--- src/rtl/sram_bus_arbiter_if.sv ---
// External SRAM bus: the arbiter drives it as master, the memory port answers as slave.
interface sram_bus_arbiter_if;
   logic        bus_req_o;
   logic        bus_we_o;
   logic [31:0] bus_addr_o;
   logic [3:0]  bus_sel_o;
   logic [31:0] bus_wdata_o;
   logic [31:0] bus_rdata_i;
   logic        bus_ack_i;
   logic        bus_err_o;

   modport master (
      output bus_req_o, bus_we_o, bus_addr_o, bus_sel_o, bus_wdata_o, bus_err_o,
      input  bus_rdata_i, bus_ack_i
   );

   modport slave (
      input  bus_req_o, bus_we_o, bus_addr_o, bus_sel_o, bus_wdata_o, bus_err_o,
      output bus_rdata_i, bus_ack_i
   );
endinterface

--- src/rtl/sram_bus_arbiter.sv ---
// Shares one SRAM port between the IF and MEM requesters (MEM has fixed priority).
// Define ARB_TIMEOUT_EN to add a bus watchdog that aborts unanswered requests.
module sram_bus_arbiter #(
   parameter int unsigned TIMEOUT_CYCLES = 255
) (
   input  logic        clk,
   input  logic        rst,
   input  logic        if_ce_i,
   input  logic [31:0] if_addr_i,
   output logic [31:0] if_data_o,
   output logic        if_stallreq_o,
   input  logic        mem_ce_i,
   input  logic        mem_we_i,
   input  logic [31:0] mem_addr_i,
   input  logic [3:0]  mem_sel_i,
   input  logic [31:0] mem_wdata_i,
   output logic [31:0] mem_data_o,
   output logic        mem_stallreq_o,
   input  logic        stall_i,
   input  logic        flush_i,
   sram_bus_arbiter_if.master bus
);
   localparam int unsigned DW = 32;
   localparam int unsigned SW = 4;

   typedef enum logic [1:0] {IDLE = 2'd0, IF_BUSY = 2'd1, MEM_BUSY = 2'd2} state_e;

   state_e          state_q, state_d;
   logic            if_valid_q, mem_valid_q, discard_q;
   logic            busy, done, timeout, discard;
   logic            grant_if, grant_mem, if_done, mem_done;
   logic            req_q, we_q;
   logic [DW-1:0]   addr_q, wdata_q, if_data_q, mem_data_q;
   logic [SW-1:0]   sel_q;

   assign busy    = (state_q != IDLE);
   assign done    = busy & (bus.bus_ack_i | timeout);
   // A flush on the completing edge itself must also suppress the result.
   assign discard = discard_q | flush_i;

`ifdef ARB_TIMEOUT_EN
   localparam int unsigned CNT_W = (TIMEOUT_CYCLES > 255) ? $clog2(TIMEOUT_CYCLES + 1) : 8;
   logic [CNT_W-1:0] cnt_q;
   logic             err_q;

   always_ff @(posedge clk or negedge rst) begin
      if (!rst) begin
         cnt_q <= '0;
         err_q <= 1'b0;
      end else begin
         err_q <= timeout;
         if (!busy)
            cnt_q <= '0;
         else if (!bus.bus_ack_i)
            cnt_q <= cnt_q + CNT_W'(1);
      end
   end

   assign timeout       = busy & ~bus.bus_ack_i & (cnt_q == CNT_W'(TIMEOUT_CYCLES - 1));
   assign bus.bus_err_o = err_q;
`else
   logic unused_timeout_cfg;
   assign unused_timeout_cfg = ^TIMEOUT_CYCLES;
   assign timeout            = 1'b0;
   assign bus.bus_err_o      = 1'b0;
`endif

   always_ff @(posedge clk or negedge rst) begin
      if (!rst) state_q <= IDLE;
      else      state_q <= state_d;
   end

   always_comb begin
      state_d = state_q;
      case (state_q)
         IDLE: begin
            if (mem_ce_i && !mem_valid_q)     state_d = MEM_BUSY;
            else if (if_ce_i && !if_valid_q)  state_d = IF_BUSY;
         end
         IF_BUSY, MEM_BUSY: if (done) state_d = IDLE;
         default: state_d = IDLE;
      endcase
   end

   always_comb begin
      grant_mem = 1'b0;
      grant_if  = 1'b0;
      if_done   = 1'b0;
      mem_done  = 1'b0;
      case (state_q)
         IDLE: begin
            grant_mem = (state_d == MEM_BUSY);
            grant_if  = (state_d == IF_BUSY);
         end
         IF_BUSY:  if_done  = done;
         MEM_BUSY: mem_done = done;
         default: ;
      endcase
   end

   // Bus command registers are held stable for the whole transaction.
   always_ff @(posedge clk or negedge rst) begin
      if (!rst) begin
         req_q   <= 1'b0;
         we_q    <= 1'b0;
         addr_q  <= '0;
         sel_q   <= '0;
         wdata_q <= '0;
      end else if (grant_mem) begin
         req_q   <= 1'b1;
         we_q    <= mem_we_i;
         addr_q  <= mem_addr_i;
         sel_q   <= mem_sel_i;
         wdata_q <= mem_wdata_i;
      end else if (grant_if) begin
         req_q   <= 1'b1;
         we_q    <= 1'b0;
         addr_q  <= if_addr_i;
         sel_q   <= '1;
      end else if (done) begin
         req_q   <= 1'b0;
      end
   end

   // Buffers update even for discarded results; only the valid flag is withheld.
   always_ff @(posedge clk or negedge rst) begin
      if (!rst) begin
         if_data_q  <= '0;
         mem_data_q <= '0;
      end else begin
         if (if_done)
            if_data_q <= timeout ? '0 : bus.bus_rdata_i;
         if (mem_done && (timeout || !we_q))
            mem_data_q <= timeout ? '0 : bus.bus_rdata_i;
      end
   end

   always_ff @(posedge clk or negedge rst) begin
      if (!rst) begin
         if_valid_q  <= 1'b0;
         mem_valid_q <= 1'b0;
         discard_q   <= 1'b0;
      end else begin
         if (if_done && !discard)         if_valid_q <= 1'b1;
         else if (!stall_i || flush_i)    if_valid_q <= 1'b0;

         if (mem_done && !discard)        mem_valid_q <= 1'b1;
         else if (!stall_i || flush_i)    mem_valid_q <= 1'b0;

         if (done)                        discard_q <= 1'b0;
         else if (busy && flush_i)        discard_q <= 1'b1;
      end
   end

   assign if_stallreq_o   = if_ce_i & ~if_valid_q;
   assign mem_stallreq_o  = mem_ce_i & ~mem_valid_q;
   assign if_data_o       = if_data_q;
   assign mem_data_o      = mem_data_q;
   assign bus.bus_req_o   = req_q;
   assign bus.bus_we_o    = we_q;
   assign bus.bus_addr_o  = addr_q;
   assign bus.bus_sel_o   = sel_q;
   assign bus.bus_wdata_o = wdata_q;
endmodule
--- src/flat_wrapper.sv ---
// flat-port wrapper written by rule: the top's interface ports become plain ports
module sram_bus_arbiter_flat 
#(
   parameter int unsigned TIMEOUT_CYCLES = 255
)
  (clk, rst, if_ce_i, if_addr_i, if_data_o, if_stallreq_o, mem_ce_i, mem_we_i, mem_addr_i, mem_sel_i, mem_wdata_i, mem_data_o, mem_stallreq_o, stall_i, flush_i, bus_bus_req_o, bus_bus_we_o, bus_bus_addr_o, bus_bus_sel_o, bus_bus_wdata_o, bus_bus_err_o, bus_bus_rdata_i, bus_bus_ack_i);
  sram_bus_arbiter_if bus_i ();
  input  logic clk;
  input  logic rst;
  input  logic if_ce_i;
  input  logic [31:0] if_addr_i;
  output logic [31:0] if_data_o;
  output logic if_stallreq_o;
  input  logic mem_ce_i;
  input  logic mem_we_i;
  input  logic [31:0] mem_addr_i;
  input  logic [3:0] mem_sel_i;
  input  logic [31:0] mem_wdata_i;
  output logic [31:0] mem_data_o;
  output logic mem_stallreq_o;
  input  logic stall_i;
  input  logic flush_i;
  output wire logic [$bits(bus_i.bus_req_o)-1:0] bus_bus_req_o;
  output wire logic [$bits(bus_i.bus_we_o)-1:0] bus_bus_we_o;
  output wire logic [$bits(bus_i.bus_addr_o)-1:0] bus_bus_addr_o;
  output wire logic [$bits(bus_i.bus_sel_o)-1:0] bus_bus_sel_o;
  output wire logic [$bits(bus_i.bus_wdata_o)-1:0] bus_bus_wdata_o;
  output wire logic [$bits(bus_i.bus_err_o)-1:0] bus_bus_err_o;
  input wire logic [$bits(bus_i.bus_rdata_i)-1:0] bus_bus_rdata_i;
  input wire logic [$bits(bus_i.bus_ack_i)-1:0] bus_bus_ack_i;
  assign bus_bus_req_o = bus_i.bus_req_o;
  assign bus_bus_we_o = bus_i.bus_we_o;
  assign bus_bus_addr_o = bus_i.bus_addr_o;
  assign bus_bus_sel_o = bus_i.bus_sel_o;
  assign bus_bus_wdata_o = bus_i.bus_wdata_o;
  assign bus_bus_err_o = bus_i.bus_err_o;
  assign bus_i.bus_rdata_i = bus_bus_rdata_i;
  assign bus_i.bus_ack_i = bus_bus_ack_i;
  sram_bus_arbiter #(.TIMEOUT_CYCLES(TIMEOUT_CYCLES)) u_core (.clk(clk), .rst(rst), .if_ce_i(if_ce_i), .if_addr_i(if_addr_i), .if_data_o(if_data_o), .if_stallreq_o(if_stallreq_o), .mem_ce_i(mem_ce_i), .mem_we_i(mem_we_i), .mem_addr_i(mem_addr_i), .mem_sel_i(mem_sel_i), .mem_wdata_i(mem_wdata_i), .mem_data_o(mem_data_o), .mem_stallreq_o(mem_stallreq_o), .stall_i(stall_i), .flush_i(flush_i), .bus(bus_i));
endmodule
--- config.mk ---
export PLATFORM = sky130hd
export DESIGN_NAME = sram_bus_arbiter_flat
export DESIGN_NICKNAME = d
export VERILOG_FILES = /design/src/rtl/sram_bus_arbiter_if.sv /design/src/rtl/sram_bus_arbiter.sv /design/src/flat_wrapper.sv
export SDC_FILE = /design/constraint.sdc
export NUM_CORES = 1
export LEC_CHECK = 0
export CORE_MARGIN = 2
export CORE_UTILIZATION = 45
export CTS_CLUSTER_SIZE = 40
export DETAILED_ROUTE_END_ITERATION = 12
export PLACE_DENSITY = 0.93
export SKIP_CTS_REPAIR_TIMING = 1
export SLEW_MARGIN = 20
export SYNTH_ARGS = -nofsm -noshare
export SYNTH_HDL_FRONTEND = slang
export SYNTH_SLANG_ARGS = --single-unit
--- constraint.sdc ---
create_clock -name clk -period 5.1 [get_ports clk]
set_input_delay 1.02 -clock clk [delete_from_list [all_inputs] [get_ports clk]]
set_output_delay 1.02 -clock clk [all_outputs]
set_load 0.02 [all_outputs]
# Yosys cells after proc, flatten, opt, wreduce, memory -nomap -nowiden
# Cells that the tools add are included.
totals:
  input_bits: 140
  wordCells: 63
  regBits: 139
classes:
  n_bitwise: 6
  n_mux: 22
  eq_ne: 4
  n_reduce_logical: 20
op_table:
  columns: ["op", "count"]
  rows:
  - ["$mux 32", 2]
  - ["$mux 1", 14]
  - ["$reduce_bool 2->1", 5]
  - ["$mux 4", 2]
  - ["$logic_and 1x1->1", 6]
  - ["$mux 2", 3]
  - ["$logic_not 1->1", 5]
  - ["$eq 2x1->1 const B", 2]
  - ["$eq 2x2->1 const B", 2]
  - ["$pmux 2 s2", 1]
  - ["$and 1x1->1", 3]
  - ["$reduce_bool 3->1", 1]
  - ["$logic_not 2->1", 1]
  - ["$not 1->1", 2]
  - ["$reduce_or 2->1", 1]
  - ["$logic_or 1x1->1", 1]
  - ["$or 1x1->1", 1]

# Longest topological paths before layout
# Gate-level depths: netlist of the first run.
depth:
  depth_word: 9
  ltp_mapped: 10
  depth_no_buf: 7

# Worst setup path before layout of the first run
# No wires, ideal clock.
synth_timing:
  path_type: "input to register"
  startpoint: "input port if_ce_i"
  endpoint: "register u_core.addr_q[0], in the netlist u_core.bus.bus_addr_o[0]"
  cell_stages: 7
  path_slack_ns: 2.382
  required_ns: 4.975
  setup_time_ns: 0.125
  arrival_ns: 2.593
  cell_sequence: "nand2b_1 -> inv_1 -> o211a_1 -> a211oi_4 -> buf_6 -> mux2_4 -> mux2_2"
synth_via:
  elab_chain_len: 7
synth_rtl:
  columns: ["element", "line", "rtl"]
  rows:
  - ["start, declared", "flat_wrapper.sv:10", "input logic if_ce_i;"]
  - ["$logic_and 1x1->1 *", "sram_bus_arbiter.sv:78", "else if (if_ce_i && !if_valid_q) state_d = IF_BUSY;"]
  - ["$mux 2 *", "sram_bus_arbiter.sv:78", null]
  - ["$mux 2 *", "sram_bus_arbiter.sv:77", "if (mem_ce_i && !mem_valid_q) state_d = MEM_BUSY;"]
  - ["$pmux 2 s2 *", "sram_bus_arbiter.sv:75", "case (state_q)"]
  - ["$eq 2x2->1 / $eq 2x1->1 (equally long branches)", "sram_bus_arbiter.sv:92, sram_bus_arbiter.sv:93", null]
  - ["$mux 1", "sram_bus_arbiter.sv:90", "case (state_q)"]
  - ["$mux 32 / $reduce_bool 2->1 (equally long branches)", null, null]
  - ["end signal, assigned", "sram_bus_arbiter.sv:112", "addr_q <= mem_addr_i;"]
  - ["end signal, assigned", "sram_bus_arbiter.sv:118", "addr_q <= if_addr_i;"]
  - ["end, declared", "sram_bus_arbiter.sv:33", "logic [DW-1:0] addr_q, wdata_q, if_data_q, mem_data_q;"]
# Mark *: on every way between the ends. The rest lies on a longest branch, timed or not.
# A chain may end at the register's enable or synchronous reset.

# Final worst setup path of the first run
layout_timing:
  startpoint: "input port if_ce_i"
  endpoint: "output port if_stallreq_o"
layout_via:
  elab_chain_len: 1
layout_rtl:
  columns: ["element", "line", "rtl"]
  rows:
  - ["$and 1x1->1", "sram_bus_arbiter.sv:155", "assign if_stallreq_o = if_ce_i & ~if_valid_q;"]
  - ["end, declared", "flat_wrapper.sv:13", "output logic if_stallreq_o;"]
# Every way passes these cells.

==> metrics.yaml, run 1 <==
cts_buffers: 17
skew_ns: 0.00656
place_hpwl_mm: 11.4
r2r_start: "u_core.state_q[1]"
endpoint_kind: "output pin"
synth.most_common_cell: "dfrtp_1"
dieArea_sq_um: 14200
crit_top_cell: "clkdlybuf4s50_1"
rsz0062_at_grt: "false"
die_h_um: 119
hold_viol: 0
grt_overflow: 0
min_period_ns: 3.39
fp.coreArea_sq_um: 13100
synth_warnings: 0
routed_wl_mm: 15.5
cp.required_ns: 4.08
crit_chain: "clkdlybuf4s50_1 > nand2b_1 > inv_1 > clkdlybuf4s50_1"
netlist_instances: 375
synthFlopType: "dfrtp_1"
htreeDepth: 4
worstPathMaxFanout: 3
p_per_area_nw_per_um2: 706
crit_path_top_delay_cell: "clkdlybuf4s50_1"
synthMuxAreaShare_pct: 32.9
cts_sinks: 139
p_comb_share_pct: 51.7
crit_type: "input pin to output pin"
synth_edf_count: 0
critical_path.max_stage_delay_ns: 0.68
tightest_slew_ns: 0.948
maxCapViolCount: 0
slew_headroom_pct: 36.7
hold_class: "register to register"
ys_top_cells_by_count: "dfrtp_1, mux2_2, mux2_4"
power_switching_uw: 2340
initial_utilization_pct: 45.5
synth_area_leader_cell: "dfrtp_1"
fin_crit_sh_pct: 66.5
hp-start: "u_core.bus.bus_req_o"
synth.area.top_cells: "dfrtp_1, mux2_2, mux2_4"
synth_nets: 519
synth-compound-area-share_pct: 2.80
grt_first_pass_wirelength_mm: 24.0
yosysSeqAreaShare_pct: 58.1
grt_pass1_vias: 4629
synth_top_family_by_area: "multiplexers"
p_int_uw: 4330
path_clk_slew_ns: 0.06
finalWorstSetupSlack_ns: 1.71
status: "finished clean"
pin_count: 277
async_flop_share_pct: 100
drtAntennaViolNets: 0
clock_path_buffers: 2
drtIter0Drc: 133
area_growth_pct: 57.9
synth_top_area_share_pct: 58.1
n_antenna_cell: 0
wire_per_inst_um: 18.3
p_clk_share_pct: 18.7
switching_share_pct: 35.0
gp_congestion: 0.759
synthSimpleGateAreaFrac_pct: 1.88
nets: 799
ys_types: 30
dr.pass1.iters: 4
grtUsageTotal_pct: 21.9
grt_max_degree: 95
insertion_delay_ns: 0.41
final-max-slew-violation-count: 0
rows: 42
vias: 4132
critPathLaunchType: "input pin"
setup_viol: 0
startpoint: "if_ce_i"
arrival_ns: 2.37
layout-drive-gt1-share_pct: 30.5
yosys.area_share.adder_pct: 0.836
drc_errors: 0
portBuffers: 275
ys_ff_latch: 139
vdd_ir_drop_max_mv: 0.367
fmax_mhz: 295
antenna_found_initial: 0
viasPerCell: 4.90
synthXorXnorAreaFrac_pct: 0
nFillCells: 860
leakagePower_uw: 0.00403
post-place-ws_ns: 1.48
synth_area_per_cell_sq_um: 16.0
rrSetupSlack_ns: 1.93
cts-root-buf: "clkbuf_16"
seqPwrFrac_pct: 29.6
tns_ns: 0
cts_tree: "built"
die_w_um: 119
syn-cell-area_sq_um: 5980
path summary, 6_finish.rpt:
kind                                              to  cells after the start
setup reg to reg           u_core.bus.bus_addr_o[23]                      8
min in group asynchronous  u_core.bus.bus_addr_o[18]                      1
hold reg to reg                 u_core.bus.bus_req_o                      1
max in group asynchronous       u_core.mem_data_o[7]                      2
setup / recovery                       if_stallreq_o                      4
hold / removal                  u_core.bus.bus_req_o                      1
routing by layer:
metal / global-route usage (%) / part of all wire (%)
met1: 23.3 / 37
met2: 39.4 / 52
met3: 8.05 / 7.7
met4: 8.53 / 2.7
met5: 0 / 0
worst max-delay path, delay by kind of cell:
kind	cells	cell delay, ns
AND/OR/NAND/NOR	1	0.09
buffers and inverters	3	1.25
stage by stage:
| step | power, uW | utilization [%] | std cells | instance area (sq um) | hold WS [ns] |
|---|---|---|---|---|---|
| after CTS | 6740 | 71.9 | 844 | 9450 | 0.501 |
| after floorplan | 4010 | - | 375 | 5980 | 0.472 |
| after detailed placement | 5470 | 67.3 | 812 | 8850 | 0.488 |
| final | 6670 | 71.9 | 844 | 9450 | 0.493 |
| after global routing | 6980 | 71.9 | 844 | 9450 | 0.506 |
| after global placement | 5320 | 67.3 | 812 | 8850 | 0.467 |
flip-flops by register name, summed over array words and instances, names as in the netlist:
signal and count:
u_core.bus.bus_addr_o 32, u_core.bus.bus_wdata_o 32, u_core.if_data_o 32, u_core.mem_data_o 32
u_core.bus.bus_sel_o 4, u_core.state_q 2, u_core.bus.bus_req_o 1, u_core.bus.bus_we_o 1
u_core.discard_q 1, u_core.if_valid_q 1, u_core.mem_valid_q 1
cell families after synthesis:
logic type               Yosys count
AO/OA/AOI/OAI                     20
buffers and inverters             29
AND/OR/NAND/NOR                   22
other                              1
adder cells (fa/ha/maj)            4
multiplexers                     160
flip-flops                       139
cell usage in the layout (no fill, tap or decap), drive strengths merged, types with 3 or more instances in the layout:
master         Yosys  layout
clkinv             0       6
inv               10      13
nand2              6       6
a21oi              5       5
nor2               7       7
mux2             160     160
ha                 4       4
dfrtp            139     139
buf               19       6
bufinv             0       3
o21ai              4       4
clkdlybuf4s50      0     274
a2bb2oi            4       4
clkbuf             0      18
layout make-up:
type	count	area (sq um)	area share, %
Multi-Input combinational cell	207	2320	24.6
Timing Repair Buffer	280	2790	29.6
Sequential cell	139	3480	36.8
Inverter	10	37.5	0.397
Clock inverter	14	169	1.79
Clock buffer	18	429	4.54
Tap cell	176	220	2.33
power groups by stage:
stage / clock [uW] / combinational, uW / sequential (uW)
4_1_cts: 1270 / 3490 / 1980
3_5_place_dp: 0 / 3470 / 1990
6_report: 1240 / 3450 / 1980
3_3_place_gp: 0 / 3370 / 1950
5_1_grt: 1320 / 3630 / 2040
2_1_floorplan: 0 / 1400 / 2610
Power figures use the tool's default switching activity.
==> inputs of run 2 (changes only) <==
--- a/config.mk
+++ b/config.mk
@@ -6,10 +6,10 @@
 export NUM_CORES = 1
 export LEC_CHECK = 0
 export CORE_MARGIN = 2
-export CORE_UTILIZATION = 45
+export CORE_UTILIZATION = 42
 export CTS_CLUSTER_SIZE = 40
 export DETAILED_ROUTE_END_ITERATION = 12
-export PLACE_DENSITY = 0.93
+export PLACE_DENSITY = 0.88
 export SKIP_CTS_REPAIR_TIMING = 1
 export SLEW_MARGIN = 20
 export SYNTH_ARGS = -nofsm -noshare
==> constraint.sdc (replaced) <==
create_clock -name clk -period 3.25 [get_ports clk]
set_input_delay 0.65 -clock clk [delete_from_list [all_inputs] [get_ports clk]]
set_output_delay 0.65 -clock clk [all_outputs]
set_load 0.02 [all_outputs]
==> run 2 against run 1 <==
Compared with the run above:
- largest power group unchanged
- non-clock buffer count grew 4
- register-to-register slack got worse by 1.4 ns
- die area is 6.9% higher
- global-route usage is 1.6 points lower
- final area grew 0.68%
- critical endpoint is now u_core.bus.bus_addr_o[23]
- combinational power is 58% higher
- worst setup slack worse by 1.2 ns
- clock power grew 55%
- via count is 0.73% higher
==> metrics.yaml, run 2 (synthesis results as in run 1) <==
crit_type: "register to register"  # was input pin to output pin
place_hpwl_mm: 11.4  # about the same
nets: 803  # was 799
grtUsageTotal_pct: 20.3  # was 21.9%
mostFrequentLayoutCells: "clkdlybuf4s50_1, dfrtp_1, mux2_2"  # unchanged
vias: 4162  # was 4,132
gp_congestion: 0.732  # was 0.759
skew_ns: 0.00847  # was 0.00656 ns
hold_viol: 0  # unchanged
critical_path.max_stage_delay_ns: 0.48  # was 0.68 ns
grt_pass1_vias: 4579  # was 4,629
grt_max_degree: 49  # was 95
pin_count: 277  # unchanged
vdd_ir_drop_max_mv: 0.584  # was 0.367 mV
final_common_cell: "clkdlybuf4s50_1"  # unchanged
fin_crit_sh_pct: 84.6
die_w_um: 123  # was 119 um
dieArea_sq_um: 15200  # was 14,200 sq um
rsz0062_at_grt: "false"  # unchanged
drtIter0Drc: 120  # was 133
portBuffers: 275  # unchanged
grt_overflow: 0  # unchanged
n_antenna_cell: 0  # unchanged
post-route-util_pct: 68.5  # was 71.9%
arrival_ns: 3.04  # was 2.37 ns
initial_utilization_pct: 43.1  # was 45.5%
maxCapViolCount: 0  # unchanged
path_clk_slew_ns: 0.06  # about the same
htreeDepth: 4  # unchanged
fp.coreArea_sq_um: 13900  # was 13,100 sq um
cts-root-buf: "clkbuf_16"  # unchanged
fin_hold_ws_ns: 0.186  # was 0.493 ns
insertion_delay_ns: 0.41  # about the same
antenna_found_initial: 0  # unchanged
p_per_area_nw_per_um2: 1100  # was 706 nW/um^2
status: "finished clean"  # unchanged
cts_tree: "built"  # unchanged
routed_wl_mm: 15.2  # was 15.5 mm
crit_top_cell: "mux2_2"  # was clkdlybuf4s50_1
dr.pass1.iters: 4  # unchanged
endpoint_kind: "register"  # was output pin
viasPerCell: 4.90  # about the same
critPathLaunchType: "register"  # was input pin
wire_per_inst_um: 17.9  # was 18.3 um
leakagePower_uw: 0.00404  # was 0.00403 uW
setup_viol: 0  # unchanged
crit_buf_inv: 2  # was 3
layout-drive-gt1-share_pct: 30.7  # was 30.5%
clock_path_buffers: 2  # unchanged
crit_path_top_delay_cell: "dfrtp_1"  # was clkdlybuf4s50_1
cts_sinks: 139  # unchanged
hold_class: "input pin to async pin"  # was register to register
min_period_ns: 2.75
cp.required_ns: 3.54  # was 4.08 ns
regArea_sq_um: 3480  # unchanged
worstPathMaxFanout: 28  # was 3
area_growth_pct: 58.9  # was 57.9%
drc_errors: 0  # unchanged
nFillCells: 956  # was 860
tns_ns: 0  # unchanged
grt_first_pass_wirelength_mm: 23.3  # was 24.0 mm
fmax_mhz: 364
crit_chain: "inv_1 > ha_1 > or2b_2 > nand3_2 > a211oi_4 > buf_12 > mux2_2 > mux2_2"  # was clkdlybuf4s50_1 > nand2b_1 > inv_1 > clkdlybuf4s50_1
rows: 43  # was 42
cp_top_family: "multiplexers"  # was buffers and inverters
final-max-slew-violation-count: 0  # unchanged
multiInputGateArea_sq_um: 2320  # unchanged
die_h_um: 123  # was 119 um
cts_buffers: 17  # unchanged
drtAntennaViolNets: 0  # unchanged
run 2: layout make-up:
class / count / share of cell area (%)
tap: 180 / 2.37
sequential: 139 / 36.6
clock buffer: 19 / 4.66
multi-input combinational: 207 / 24.4
inverter: 10 / 0.395
clock inverter: 11 / 1.54
timing repair buffer: 284 / 30.1
run 2: per-stage QoR:
| step | cell area (sq um) | total power [uW] | std cells | worst slack [ns] |
|---|---|---|---|---|
| after floorplan | 5980 | 6290 | 375 | 0.878 |
| after global placement | 8920 | 8420 | 820 | 0.430 |
| after detailed placement | 8920 | 8620 | 820 | 0.371 |
| after CTS | 9510 | 10600 | 850 | 0.484 |
| after global routing | 9510 | 11000 | 850 | 0.359 |
| final | 9510 | 10500 | 850 | 0.500 |
run 2: worst paths after layout:
check / depth (start not counted) / slack [ns] / endpoint / start
min in group clk: 1 / 0.50 / u_core.bus.bus_wdata_o[8] / u_core.bus.bus_wdata_o[8]
min reg2reg: 1 / 0.50 / u_core.bus.bus_wdata_o[8] / u_core.bus.bus_wdata_o[8]
min: 1 / 0.19 / u_core.bus.bus_addr_o[0] / rst
max: 8 / 0.50 / u_core.bus.bus_addr_o[23] / u_core.state_q[0]
max in group asynchronous: 2 / 2.37 / u_core.mem_data_o[0] / rst
max reg2reg: 8 / 0.50 / u_core.bus.bus_addr_o[23] / u_core.state_q[0]
run 2: per-layer routing:
layer	part of all wire [%]	vias up	wire length, um	GRT usage (%)
met5	0	-	0	0
met4	2.2	0	334	8.52
met3	9.1	23	1380	7.80
met2	53	180	8000	36.5
met1	36	2068	5510	21.2
li1	-	1891	-	-
run 2: power breakdown:
group	internal (uW)	switching [uW]
Clock	1220	700
Sequential	2620	486
Combinational	3010	2430
Total	6840	3610
